File: src/rtl/fpu_issue_pkg.sv
// fpu_issue_pkg: shared state encoding and defaults for the FPU issue/writeback sequencer.
package fpu_issue_pkg;
  typedef enum logic [1:0] {IDLE, ISSUE, WAIT, WB} state_t;
  localparam int TIMEOUT_CYCLES_DEF = 64;
endpackage

File: src/rtl/fpu_issue_ctrl_timeout.sv
// fpu_issue_timeout: WAIT-cycle watchdog with a sticky error flag, used only
// when FPU_ISSUE_TIMEOUT_EN is defined.
module fpu_issue_timeout
  import fpu_issue_pkg::*;
#(
  parameter int TIMEOUT_CYCLES = TIMEOUT_CYCLES_DEF
) (
  input  logic clk,
  input  logic rst_b,
  input  logic i_clr,
  input  logic i_wait,
  input  logic i_done,
  output logic o_expire,
  output logic o_err
);
  localparam int CW = $clog2(TIMEOUT_CYCLES + 1);
  logic [CW-1:0] r_cnt;
  logic          r_err;
  // a done arriving on the limit cycle takes priority over the abort
  assign o_expire = i_wait && !i_done && (r_cnt == CW'(TIMEOUT_CYCLES - 1));
  assign o_err    = r_err;
  always_ff @(posedge clk or negedge rst_b) begin
    if (!rst_b) begin
      r_cnt <= '0;
      r_err <= 1'b0;
    end else begin
      r_cnt <= i_clr ? '0 : i_wait ? r_cnt + 1'b1 : r_cnt;
      if (o_expire) r_err <= 1'b1;
    end
  end
endmodule

File: src/rtl/fpu_issue_ctrl.sv
// fpu_issue_ctrl: stalls decode while a multi-cycle FPU op runs, then writes the
// result to the FP or integer regfile. FPU_ISSUE_TIMEOUT_EN adds a WAIT watchdog.
module fpu_issue_ctrl
  import fpu_issue_pkg::*;
#(
  parameter int DATA_W         = 32,
  parameter int TIMEOUT_CYCLES = TIMEOUT_CYCLES_DEF
) (
  input  logic              clk,
  input  logic              rst_b,
  input  logic              fpu_or_alu,
  input  logic              fp_write_en,
  input  logic [3:0]        fpu_opcode,
  input  logic              halted,
  input  logic [DATA_W-1:0] fs_data,
  input  logic [DATA_W-1:0] ft_data,
  input  logic [4:0]        dest_addr,
  output logic              fpu_start,
  output logic [3:0]        fpu_op,
  output logic [DATA_W-1:0] fpu_a,
  output logic [DATA_W-1:0] fpu_b,
  input  logic              fpu_done,
  input  logic [DATA_W-1:0] fpu_result,
  output logic              stall,
  output logic              fp_wr_en,
  output logic              int_wr_en,
  output logic [4:0]        wr_addr,
  output logic [DATA_W-1:0] wr_data,
  output logic              busy,
  output logic              timeout_err
);
  state_t            r_state;
  logic              r_fpw;
  logic [3:0]        r_op;
  logic [DATA_W-1:0] r_a, r_b, r_res;
  logic [4:0]        r_dest;
  logic              w_accept, w_expire, w_err;

  if (TIMEOUT_CYCLES < 1) begin : g_bad_timeout
    $error("TIMEOUT_CYCLES must be at least 1");
  end

`ifdef FPU_ISSUE_TIMEOUT_EN
  fpu_issue_timeout #(.TIMEOUT_CYCLES(TIMEOUT_CYCLES)) u_timeout (
    .clk      (clk),
    .rst_b    (rst_b),
    .i_clr    (r_state == ISSUE),
    .i_wait   (r_state == WAIT),
    .i_done   (fpu_done),
    .o_expire (w_expire),
    .o_err    (w_err)
  );
`else
  assign w_expire = 1'b0;
  assign w_err    = 1'b0;
`endif

  // rst_b gating keeps stall low while reset is held even if decode asserts fpu_or_alu
  assign w_accept    = rst_b && (r_state == IDLE) && fpu_or_alu && !halted && !w_err;
  assign stall       = (r_state == ISSUE) || (r_state == WAIT) || w_accept || w_err;
  assign busy        = r_state != IDLE;
  assign fpu_start   = r_state == ISSUE;
  assign fp_wr_en    = (r_state == WB) && r_fpw;
  assign int_wr_en   = (r_state == WB) && !r_fpw;
  assign fpu_op      = r_op;
  assign fpu_a       = r_a;
  assign fpu_b       = r_b;
  assign wr_addr     = r_dest;
  assign wr_data     = r_res;
  assign timeout_err = w_err;

  always_ff @(posedge clk or negedge rst_b) begin
    if (!rst_b) begin
      r_state <= IDLE;
      r_fpw   <= 1'b0;
      r_op    <= '0;
      r_a     <= '0;
      r_b     <= '0;
      r_res   <= '0;
      r_dest  <= '0;
    end else begin
      unique case (r_state)
        IDLE: if (w_accept) begin
          r_op    <= fpu_opcode;
          r_a     <= fs_data;
          r_b     <= ft_data;
          r_dest  <= dest_addr;
          r_fpw   <= fp_write_en;
          r_state <= ISSUE;
        end
        ISSUE: r_state <= WAIT;
        WAIT: if (fpu_done) begin
          r_res   <= fpu_result;
          r_state <= WB;
        end else if (w_expire) r_state <= IDLE;
        WB: r_state <= IDLE;
        default: r_state <= IDLE;
      endcase
    end
  end
endmodule

File: config.mk
export PLATFORM = sky130hd
export DESIGN_NAME = fpu_issue_ctrl
export DESIGN_NICKNAME = d
export VERILOG_FILES = /design/src/rtl/fpu_issue_pkg.sv /design/src/rtl/fpu_issue_ctrl_timeout.sv /design/src/rtl/fpu_issue_ctrl.sv
export SDC_FILE = /design/constraint.sdc
export NUM_CORES = 1
export LEC_CHECK = 0
export ABC_CLOCK_PERIOD_IN_PS = 1720
export CORE_ASPECT_RATIO = 1.2
export CORE_MARGIN = 2
export CORE_UTILIZATION = 36
export DETAILED_ROUTE_END_ITERATION = 6
export PLACE_DENSITY = 0.77
export SYNTH_ARGS = -nofsm -noshare
export SYNTH_HDL_FRONTEND = slang
export SYNTH_SLANG_ARGS = --single-unit
File: constraint.sdc
create_clock -name clk -period 1.72 [get_ports clk]
set_clock_uncertainty 0.2 [all_clocks]
set_input_delay 0.172 -clock clk [delete_from_list [all_inputs] [get_ports clk]]
set_output_delay 0.172 -clock clk [all_outputs]
set_load 0.05 [all_outputs]
# After elaboration in Yosys (flattened, before gate mapping)
# Index checks and enable logic that the tools add are counted.
# word_totals
output_inout_bits	111
reg_bits	108
# classes
muxes	3
n_reduce_logical	14
n_eq_ne	5
# op_table
cell	n
2-bit one-hot mux with 4 select lines	1
2-bit AND reduction	3
1-bit logical AND	5
2-bit == test (second input constant)	2
2-bit 2-to-1 mux	2
2-bit inequality test (second input constant)	2
2-bit by 1-bit == test with 1-bit output (second input constant)	1
1-bit logical NOT	2
2-bit logical NOT	1
1-bit logical OR	2
2-bit nonzero test	1

# Logic depth before layout (Yosys ltp)
# Gate-level depths: netlist (run 1).
# logic_depth
depth_word	6
ltp_mapped	7
mapped_depth_nobuf	5

# Least setup slack after synthesis (run 1)
# No wires, ideal clock.
# synth_path
kind	register to output
from	reg r_state[0]
to	out stall
required_ns	1.348
path_slack_ns	-0.521
arrival_ns	1.869
path_stages_with_launch	8
path_cell_list	dfrtp_1 inv_1 ha_1 inv_1 or2_4 buf_6 buf_6 nand2b_1
# synth_between
elab_chain_len	5
word_cells_on_any_way	8
# synth_lines
element	line	rtl
from (decl)	fpu_issue_ctrl.sv:32	state_t r_state;
from (signal assigned)	fpu_issue_ctrl.sv:74	r_state <= IDLE;
from (signal assigned)	fpu_issue_ctrl.sv:89	r_state <= ISSUE;
from (signal assigned)	fpu_issue_ctrl.sv:91	ISSUE: r_state <= WAIT;
2-bit logical NOT	fpu_issue_ctrl.sv:59	assign w_accept = rst_b && (r_state == IDLE) && fpu_or_alu && !halted && !w_err;
1-bit logical AND (3 in series)	fpu_issue_ctrl.sv:59	
1-bit logical OR *	fpu_issue_ctrl.sv:60	assign stall = (r_state == ISSUE) || (r_state == WAIT) || w_accept || w_err;
to (decl)	fpu_issue_ctrl.sv:24	output logic stall,
# Mark *: on every way between the ends. The rest lies on a longest branch, timed or not.

# Worst setup path in the final report (run 1)
# layout_path
from	reg r_state[1]
to	reg r_a[4] (netlist: fpu_a[4])
# layout_between
elab_chain_len	5
# layout_lines
element	line	rtl
2-bit logical NOT *	fpu_issue_ctrl.sv:59, fpu_issue_ctrl.sv:82	
1-bit logical AND (3 in series)	fpu_issue_ctrl.sv:59	
2-bit AND reduction (no source line) *	--	
to (signal assigned)	fpu_issue_ctrl.sv:85	r_a <= fs_data;
to (decl)	fpu_issue_ctrl.sv:35	logic [DATA_W-1:0] r_a, r_b, r_res;
# Marks and branches as above.
# A chain may end at the register's enable or synchronous reset.

==> summary.txt, run 1 <==
run status: finished with violations
failing checks: setup timing
num rows: 43
per-cell routed wire length: 17.0 microns
H-tree depth: 3
area of the core: 11700 sq um
syn_area_per_cell: 17.6 sq um
Reg clk slew, reported paths: 0.07 ns
die area: 13000 sq um
Die Height: 124 microns
CP required: 1.74 ns
Inserted Clock Buffers: 9
IO Count: 222
fill cell count: 932
Root Driver: clkbuf_16
Worst Max-Slew Pin Slew: 0.565 ns
crit path launch type: flip-flop
Area contributors post-synth: dfrtp_1 (62%), mux2_4 (17%), mux2_2 (15%)
gr ovfl total: 0
fin worst setup slack: -0.269 ns
met1 usage: 0.208
Max-slew headroom: 0.623
top-count cell post-synth: dfrtp_1
TNS Setup: -17.41 ns
Max-cap violations: 0
largest net degree at the start of global routing: 109
via-per-instance ratio: 4.57
initial DRC count: 72
Synth Register Bits: 108
ratio of cells with drive above 1 in the final layout: 0.540
First-pass DRT Iterations: 4
HPWL after detailed placement: 7820 microns
busiest grt layer: met2
Worst setup EP type: flip-flop
Max IR drop VDD: 1760 uV
max frequency: 503 MHz
Pins Over Slew Limit: 0
GR Layer Usage met2: 0.298
Synth Warn #: 0
Initial Util: 0.372
first-pass GRT wire length: 17800 microns
Cell variety after synth: 18
crit path DAT: 2.00 ns
GRT Overall Usage: 0.173
Syn Nets: 363
share of the synthesized area in the top cell type: 0.622
RSZ-0062 raised after global routing: true
Post-synth EDFFs: 0
Routed Antenna Nets: 0
initial antenna violation count: 0
Design Power: 16.7 mW
Synth Instances: 247
final hold vios: 0
Max Buffers Root-to-Sink: 2
fin nets: 607
CTS tree: done
GP Congestion: 0.754
pwr/cell area: 2330 nW/um^2
cell area after synthesis: 4350 sq um
fin crit share: 1.16
Final Core Density: 0.616
Die Width: 104 microns
vias in the first global route: 3339
Clock Sinks: 108
main flop type after synthesis: dfrtp_1
Leakage: 3.49 nW
Synth top cells by count: dfrtp_1 (108), mux2_2 (58), mux2_4 (49), buf_6 (6)
register area share after synthesis: 0.622
Port Buffers: 220
via count: 2982
Synth async-reset ratio: 1.00
residual DRC count: 0
post-synth top area cell: dfrtp_1
met3 usage: 0.0534
Max Fanout on Critical Path: 14
Clk Latency, worst-skew pair: 0.33 ns
area grow syn2layout: 65.4%
min Tclk post-route: 1.99 ns
critical path class: flip-flop to flip-flop
Diodes inserted: 0
worst hold path type: input port to flip-flop
total wire length: 11100 microns
Final Setup Violations: 76
-- stage by stage --
| stage | hold slack [ns] | setup WS [ns] | std cells | instance area [sq um] |
|---|---|---|---|---|
| finish | 0.150 | -0.269 | 653 | 7190 |
| CTS | 0.143 | -0.281 | 650 | 7110 |
| detailed placement | 0.180 | -0.182 | 625 | 6590 |
| global placement | 0.175 | -0.178 | 625 | 6590 |
| floorplan | -0.324 | -0.367 | 247 | 4370 |
| global route | 0.183 | -0.317 | 653 | 7190 |
-- path summary, 6_finish.rpt --
check	startpoint	to	slack [ns]	cells past startpoint
worst max-delay path	r_state[1]	fpu_a[4]	-0.27	7
worst min-delay path	rst_b	r_state[0]	0.15	5
worst max register to register	r_state[1]	fpu_a[4]	-0.27	7
worst min register to register	fpu_a[30]	fpu_a[30]	0.31	1
max in group asynchronous	rst_b	fpu_a[22]	0.51	3
min in group asynchronous	rst_b	wr_data[16]	0.39	3
-- worst max-delay path, stage by stage, from the launching register on --
cell	delay [ns]
dfrtp_1	0.39
inv_2	0.09
ha_4	0.16
clkinvlp_4	0.08
or2_4	0.23
buf_4	0.20
clkbuf_16	0.20
mux2_4	0.30
-- metal layers --
layer	up-vias	wire (microns)
li1	1348	-
met1	1482	4410
met2	135	5650
met3	17	825
met4	0	181
met5	-	0
-- layout by cell type, fill, tap and decap left out, drive strengths merged --
master           n
ha               5
bufinv           1
inv              3
nand3b           1
dlygate4sd3      1
mux2           107
clkdlybuf4s50  109
and2             1
dfrtp          108
clkbuf          14
or2              1
clkinvlp         2
buf            134
nand2b           1
nor2b            2
nor2             1
a21oi            1
a2bb2oi          1
conb             1
nand2            2
-- sequential cells by signal, indices dropped and copies added (netlist names) --
signal   cells
fpu_b       32
fpu_op       4
wr_data     32
wr_addr      5
fpu_a       32
r_fpw        1
r_state      2
-- what timing repair did --
item,CTS,global route
gates resized for setup,28,11
setup endpoints to repair,110,88
pin swaps,4,3
gates cloned,3,1
hold buffers,1,0
buffers inserted,5,5
endpoints found under the hold margin,108,0
-- cell families (layout without fill, tap and decap cells) --
kind of cell             Yosys count  in the layout  synth area share
AND/OR/NAND/NOR                    9              9            0.0150
AO/OA/AOI/OAI                      2              2           0.00316
flip-flops                       108            108             0.622
adder cells (fa/ha/maj)            5              5            0.0144
multiplexers                     107            107             0.319
buffers and inverters             15            264            0.0256
other                              1              1          0.000862
-- where the power goes --
| group | switching [mW] | total (mW) | leakage, nW | internal [mW] |
|---|---|---|---|---|
| Sequential | 0.720 | 4.54 | 1.30 | 3.82 |
| Combinational | 6.19 | 10.2 | 2.05 | 3.98 |
| Clock | 0.883 | 2.02 | 0.134 | 1.14 |
-- layout make-up --
type                       instances  area [sq um]  area share
multi-input combinational        124          1660       0.230
clock buffer                      13           240      0.0334
tap                              157           196      0.0273
sequential                       108          2700       0.376
inverter                           3          15.0     0.00209
timing repair buffer             245          2330       0.325
clock inverter                     3          46.3     0.00644
No activity file was read; power rests on OpenSTA's default activity.
==> run 2, diff against run 1 <==
--- a/config.mk
+++ b/config.mk
@@ -5,10 +5,12 @@
 export SDC_FILE = /design/constraint.sdc
 export NUM_CORES = 1
 export LEC_CHECK = 0
+export ABC_AREA = 1
 export ABC_CLOCK_PERIOD_IN_PS = 1720
 export CORE_ASPECT_RATIO = 1.2
 export CORE_MARGIN = 2
-export CORE_UTILIZATION = 36
+export CORE_UTILIZATION = 37
+export CTS_BUF_LIST = sky130_fd_sc_hd__clkbuf_4 sky130_fd_sc_hd__clkbuf_8 sky130_fd_sc_hd__clkbuf_16
 export DETAILED_ROUTE_END_ITERATION = 6
 export PLACE_DENSITY = 0.77
 export SYNTH_ARGS = -nofsm -noshare
==> run 2 against run 1 <==
Effect of this change: worst setup slack gained 0.078 ns; via count up 30%; count of clock-buffer cells in the layout down 3; combinational power shrank 7%; core utilization fell by 2.0 points; sequential cell count stayed put; first-iteration DRC count up 88%; cell count grew 34%; the run still ends with setup timing left; hold slack better by 0.019 ns; fmax rose by 4.1%; critical path depth did not move.
==> summary.txt, run 2 <==
run status: finished with violations
failing checks: setup timing
final hold vios: 0 (unchanged)
Synth Instances: 484 (+96%)
crit path from: r_state[0]
Max Fanout on Critical Path: 3 (-11)
HPWL after detailed placement: 8520 microns (+8.9%)
Inst Count DP: 851 (+36%)
fin crit share: 1.11 (-0.0451)
vias in the first global route: 3782 (+13%)
Final Core Density: 0.595 (-0.0204)
Comb power frac: 0.591 (-0.017)
Final Setup Violations: 42 (-45%)
Max Buffers Root-to-Sink: 2 (unchanged)
Seq pwr share: 0.281 (+0.010)
Die Width: 106 microns (+1.4%)
Inserted Clock Buffers: 9 (unchanged)
switching share of power: 0.504 (+0.0385)
area grow syn2layout: 56.8%
largest net degree at the start of global routing: 109 (unchanged)
pre-CTS setup slack: -0.0118 ns (+0.170 ns)
critical path class: flip-flop to output port
crit path launch type: flip-flop
post-synth top area cell: dfrtp_1
die area: 13300 sq um (+2.8%)
Pins Over Slew Limit: 0 (unchanged)
fin nets: 826 (+36%)
ratio of cells with drive above 1 in the final layout: 0.291 (-0.249)
Area contributors post-synth: dfrtp_1 (59%), nand2_1 (12%), o21ai_2 (8.6%)
gr ovfl total: 0 (unchanged)
hold path startpoint: ft_data[23]
total wire length: 11800 microns (+6.2%)
Clk Latency, worst-skew pair: 0.34 ns (about the same)
CP required: 1.35 ns (-0.39 ns)
Initial Util: 0.380 (+0.00723)
cell area after synthesis: 4600 sq um (+5.8%)
crit path DAT: 1.54 ns (-0.46 ns)
metal1 wirelength: 4680 microns (+6.0%)
Clock Sinks: 108 (unchanged)
initial antenna violation count: 0 (unchanged)
GRT Overall Usage: 0.174 (+0.00129)
Max-slew headroom: 0.625 (+0.00195)
area of the core: 12100 sq um (+3.7%)
cell-internal power: 7.94 mW (-11%)
via count: 3877 (+30%)
TNS Setup: -3.61 ns (+13.80 ns)
num rows: 44 (+2.3%)
min Tclk post-route: 1.91 ns (-0.0776 ns)
FF/Latch Area: 2700 sq um (unchanged)
main flop type after synthesis: dfrtp_1
commonest cells after routing, fill and taps aside: nand2_1 (146), buf_4 (118), clkdlybuf4s50_1 (109), dfrtp_1 (108), inv_1 (76)
Synth Register Bits: 108 (unchanged)
pwr/cell area: 2220 nW/um^2 (-4.6%)
share of the synthesized area in the top cell type: 0.588 (-0.0338)
WL met3: 917 microns (+11%)
fin cells: 876 (+34%)
Reg clk slew, reported paths: 0.07 ns (about the same)
Worst setup EP type: output port
Root Driver: clkbuf_16
worst hold path type: input port to flip-flop
Diodes inserted: 0 (unchanged)
Design Power: 16.0 mW (-4.3%)
Port Buffers: 220 (unchanged)
met2 WL: 5970 microns (+5.5%)
syn_area_per_cell: 9.50 sq um (-46%)
footprint of the multi-input gates: 1430 sq um (-14%)
Leakage: 3.80 nW (+8.9%)
First-pass DRT Iterations: 4 (unchanged)
fill cell count: 1065 (+14%)
per-cell routed wire length: 13.4 microns (-21%)
top-count cell post-synth: nand2_1
fin worst setup slack: -0.191 ns (+0.0776 ns)
Cell variety after synth: 20 (+2)
Worst Max-Slew Pin Slew: 0.562 ns (-0.00292 ns)
Routed Antenna Nets: 0 (unchanged)
residual DRC count: 0 (unchanged)
GP Congestion: 0.789 (+4.7%)
IO Count: 222 (unchanged)
CTS tree: done
RSZ-0062 raised after global routing: true
H-tree depth: 3 (unchanged)
via-per-instance ratio: 4.43 (-3.1%)
Max IR drop VDD: 1220 uV (-31%)
leading cell type in the layout, fill and taps excluded: nand2_1
max frequency: 523 MHz (+4.1%)
RR Startpoint: r_state[0]
Syn Nets: 600 (+65%)
Post-synth EDFFs: 0 (unchanged)
Synth top cells by count: nand2_1 (148), dfrtp_1 (108), inv_1 (80), o21ai_2 (45), nand3_1 (34)
Max-cap violations: 0 (unchanged)
Synth Warn #: 0 (unchanged)
Clk pwr share: 0.129 (+0.008)
Synth async-reset ratio: 1.00 (unchanged)
first-pass GRT wire length: 18700 microns (+5.4%)
Psw: 8.07 mW (+3.6%)
initial DRC count: 135 (+88%)
Die Height: 126 microns (+1.4%)
register area share after synthesis: 0.588 (-0.0338)
Top Metal Used: met4
-- run 2: power groups by stage --
stage | logic [mW] | clock network, mW | registers [mW]
2_1_floorplan | 2.03 | 0 | 8.56
3_3_place_gp | 9.17 | 0 | 4.47
3_5_place_dp | 9.33 | 0 | 4.51
4_1_cts | 9.44 | 2.12 | 4.50
5_1_grt | 9.97 | 2.23 | 4.64
6_report | 9.46 | 2.06 | 4.49
-- run 2: what timing repair did --
| action | CTS | global route |
|---|---|---|
| buffers inserted | 3 | 4 |
| hold buffers | 1 | 0 |
| endpoints found under the hold margin | 108 | 0 |
| pin swaps | 1 | 0 |
| gates resized for setup | 11 | 3 |
| cloned | 0 | 1 |
| setup endpoints to repair | 28 | 44 |
-- run 2: worst max-delay path: stages, from the launching register on --
cell     delay (ns)
dfrtp_1        0.41
buf_4          0.15
buf_4          0.13
buf_6          0.12
ha_4           0.16
inv_2          0.05
nor2_2         0.04
buf_12         0.14
-- run 2: layout make-up --
cell class                      instances  share of cell area
Sequential cell                       108               0.375
Clock inverter                          6             0.00902
Inverter                               81              0.0425
Multi-Input combinational cell        267               0.198
Clock buffer                           10              0.0323
Tap cell                              161              0.0279
Timing Repair Buffer                  243               0.315
-- run 2: layer usage --
metal	vias to the layer above	track usage
met2	139	0.296
met5	-	0
li1	1918	-
met1	1803	0.210
met3	17	0.0549
met4	0	0.0580
-- run 2: cells by family after synthesis --
logic type               Yosys count  synth area share
adder cells (fa/ha/maj)            5            0.0136
other                              1          0.000816
buffers and inverters            109             0.113
flip-flops                       108             0.588
AO/OA/AOI/OAI                     75             0.119
AND/OR/NAND/NOR                  186             0.166
-- run 2: worst paths after layout --
kind | cells past startpoint | to | slack [ns]
worst max-delay path | 7 | int_wr_en | -0.19
worst min-delay path | 3 | fpu_b[23] | 0.17
worst max register to register | 10 | fpu_b[0] | -0.11
worst min register to register | 2 | wr_data[16] | 0.28
max in group asynchronous | 3 | fpu_a[0] | 0.59
min in group asynchronous | 3 | fpu_a[27] | 0.33
-- run 2: metrics by stage --
| step | instance area, sq um | hold WS, ns |
|---|---|---|
| 3_3_place_gp | 6780 | 0.162 |
| 5_1_grt | 7210 | 0.171 |
| 6_report | 7210 | 0.168 |
| 2_1_floorplan | 4610 | -0.324 |
| 3_5_place_dp | 6780 | 0.172 |
| 4_1_cts | 7140 | 0.160 |
==> run 3, diff against run 2 <==
--- a/config.mk
+++ b/config.mk
@@ -8,7 +8,6 @@
 export ABC_AREA = 1
 export ABC_CLOCK_PERIOD_IN_PS = 1720
 export CORE_ASPECT_RATIO = 1.2
-export CORE_MARGIN = 2
 export CORE_UTILIZATION = 37
 export CTS_BUF_LIST = sky130_fd_sc_hd__clkbuf_4 sky130_fd_sc_hd__clkbuf_8 sky130_fd_sc_hd__clkbuf_16
 export DETAILED_ROUTE_END_ITERATION = 6
==> run 3 against run 2 <==
Effect of this change: the run still ends with setup timing left; non-clock buffer count increased by 22; first-iteration DRC count decreased by 29%; core utilization increased by 5.8 points; die area decreased by 3.4%; power increased by 5.3%; wire length increased by 11%; fmax increased by 2.8%; register-to-register slack improved by 0.02 ns; largest cell class unchanged.
==> summary.txt, run 3 (synthesis gave the netlist of run 2 again) <==
HPWL after detailed placement: 8610 microns (+0.99%)
final hold vios: 0 (unchanged)
RR Startpoint: r_state[1]
commonest cells after routing, fill and taps aside: buf_4 (118), clkdlybuf4s50_1 (109), nand2_1 (108), dfrtp_1 (108), inv_1 (78)
Diodes inserted: 0 (unchanged)
Final Setup Violations: 23 (-45%)
initial antenna violation count: 0 (unchanged)
crit path launch type: flip-flop
fin nets: 848 (+2.7%)
Worst setup EP type: output port
via count: 4107 (+5.9%)
run status: finished with violations
residual DRC count: 0 (unchanged)
Port Buffers: 220 (unchanged)
Root Driver: clkbuf_16
via-per-instance ratio: 4.58 (+3.5%)
crit path DAT: 1.49 ns (-0.05 ns)
largest net degree at the start of global routing: 97 (-11%)
Max Buffers Root-to-Sink: 2 (unchanged)
max frequency: 538 MHz (+2.8%)
Max-slew headroom: 0.608 (-0.0177)
Die Height: 124 microns (-1.6%)
Reg2Reg Depth: 11 (+1)
fin worst setup slack: -0.139 ns (+0.0522 ns)
GP Congestion: 0.748 (-5.3%)
total wire length: 13000 microns (+11%)
Worst Max-Slew Pin Slew: 0.587 ns (+0.0247 ns)
CTS tree: done
Clk Latency, worst-skew pair: 0.34 ns (about the same)
worst hold path type: input port to asynchronous set/reset pin
Reg-to-Reg End: fpu_a[6]
pwr/cell area: 2130 nW/um^2 (-4.0%)
area of the core: 12100 sq um (unchanged)
Max-cap violations: 0 (unchanged)
gr ovfl total: 0 (unchanged)
r2r setup slk: -0.09 ns (+0.02 ns)
Max IR drop VDD: 1130 uV (-7.2%)
GRT Overall Usage: 0.180 (+0.00583)
fin crit share: 1.08 (-0.0303)
num rows: 44 (unchanged)
first-pass GRT wire length: 18400 microns (-2.0%)
critical path class: flip-flop to output port
Die Width: 104 microns (-1.9%)
Pins Over Slew Limit: 0 (unchanged)
Routed Antenna Nets: 0 (unchanged)
area grow syn2layout: 72.0%
die area: 12900 sq um (-3.4%)
First-pass DRT Iterations: 4 (unchanged)
initial DRC count: 96 (-29%)
leading cell type in the layout, fill and taps excluded: buf_4
Max Fanout on Critical Path: 2 (-1)
RSZ-0062 raised after global routing: true
CP required: 1.35 ns (about the same)
Inserted Clock Buffers: 9 (unchanged)
pre-CTS setup slack: -0.0266 ns (-0.0148 ns)
H-tree depth: 3 (unchanged)
TNS Setup: -1.32 ns (+2.29 ns)
crit path from: r_state[1]
min Tclk post-route: 1.86 ns (-0.0522 ns)
ratio of cells with drive above 1 in the final layout: 0.378 (+0.0868)
vias in the first global route: 3817 (+0.93%)
Initial Util: 0.380 (unchanged)
IO Count: 222 (unchanged)
Leakage: 4.10 nW (+7.9%)
Clock Sinks: 108 (unchanged)
failing checks: setup timing
CP endpoint: stall
per-cell routed wire length: 14.5 microns (+8.3%)
Reg clk slew, reported paths: 0.07 ns (about the same)
==> run 3: cell count changes in the layout (fill, tap and decap cells not counted), moves of 4 or more <==
cell       previous run  this run
nand2_1             146       108
nand2_2               1        20
nand2_4               1        20
o21ai_2              45        57
clkbuf_16            10        19
o21ai_1              25        16
buf_6                 2         7
buf_8                 0         4
o21ai_0               4         0
==> run 3: how the worst min path moves through the flow <==
stage | slack [ns] | endpoint | startpoint | cells past startpoint
5_1_grt | 0.06 | fpu_a[8] | rst_b | 3
4_1_cts | 0.09 | r_state[1] | rst_b | 5
3_3_place_gp | -0.14 | fpu_a[21] | rst_b | 1
3_5_place_dp | -0.14 | fpu_a[25] | rst_b | 1
6_report | 0.00004 | r_fpw | rst_b | 3
2_1_floorplan | -0.32 | fpu_a[0] | rst_b | 0
==> run 3: repair_timing <==
item | 4_1_cts | 5_1_grt
setup buffers | 3 | 9
hold buffers | 1 | 1
gates cloned | 0 | 12
endpoints found under the setup margin | 26 | 184
endpoints found under the hold margin | 108 | 12
pin swaps | 1 | 3
resized for setup | 13 | 99
==> run 3: layout make-up <==
type	count	area, sq um
Clock inverter	4	75.1
Fill cell	930	4200
Inverter	81	307
Multi-Input combinational cell	267	1690
Timing Repair Buffer	265	2700
Sequential cell	108	2700
Tap cell	161	201
Clock buffer	11	240
==> run 3: critical path, stage by stage, from the launching register on <==
cell and delay [ns]:
dfrtp_1 0.40, inv_2 0.08, ha_4 0.14, inv_4 0.04, nor2_4 0.09, nand3_4 0.08, buf_8 0.13, nand2_4 0.05
buf_12 0.13
==> run 3: routing by layer <==
layer | GRT usage | up-vias | part of all wire
met5 | 0 | - | 0
met4 | 0.0643 | 0 | 0.014
met3 | 0.0487 | 16 | 0.053
met2 | 0.316 | 131 | 0.53
met1 | 0.215 | 1997 | 0.40
li1 | - | 1963 | -
==> run 3: report_power, final <==
| part | switching (mW) | internal, mW |
|---|---|---|
| Clock | 0.904 | 1.30 |
| Sequential | 0.883 | 3.76 |
| Combinational | 6.58 | 3.42 |
| Total | 8.37 | 8.48 |
==> run 3: metrics by stage <==
step | util | hold slack (ns) | power [mW] | area, sq um | std cells
after floorplan | - | -0.324 | 10.6 | 4610 | 484
after global placement | 0.562 | -0.145 | 13.6 | 6810 | 857
after detailed placement | 0.562 | -0.139 | 13.8 | 6810 | 857
after CTS | 0.595 | 0.0891 | 16.2 | 7200 | 876
after global routing | 0.653 | 0.0589 | 17.6 | 7910 | 897
final | 0.653 | 0.0000404 | 16.9 | 7910 | 897
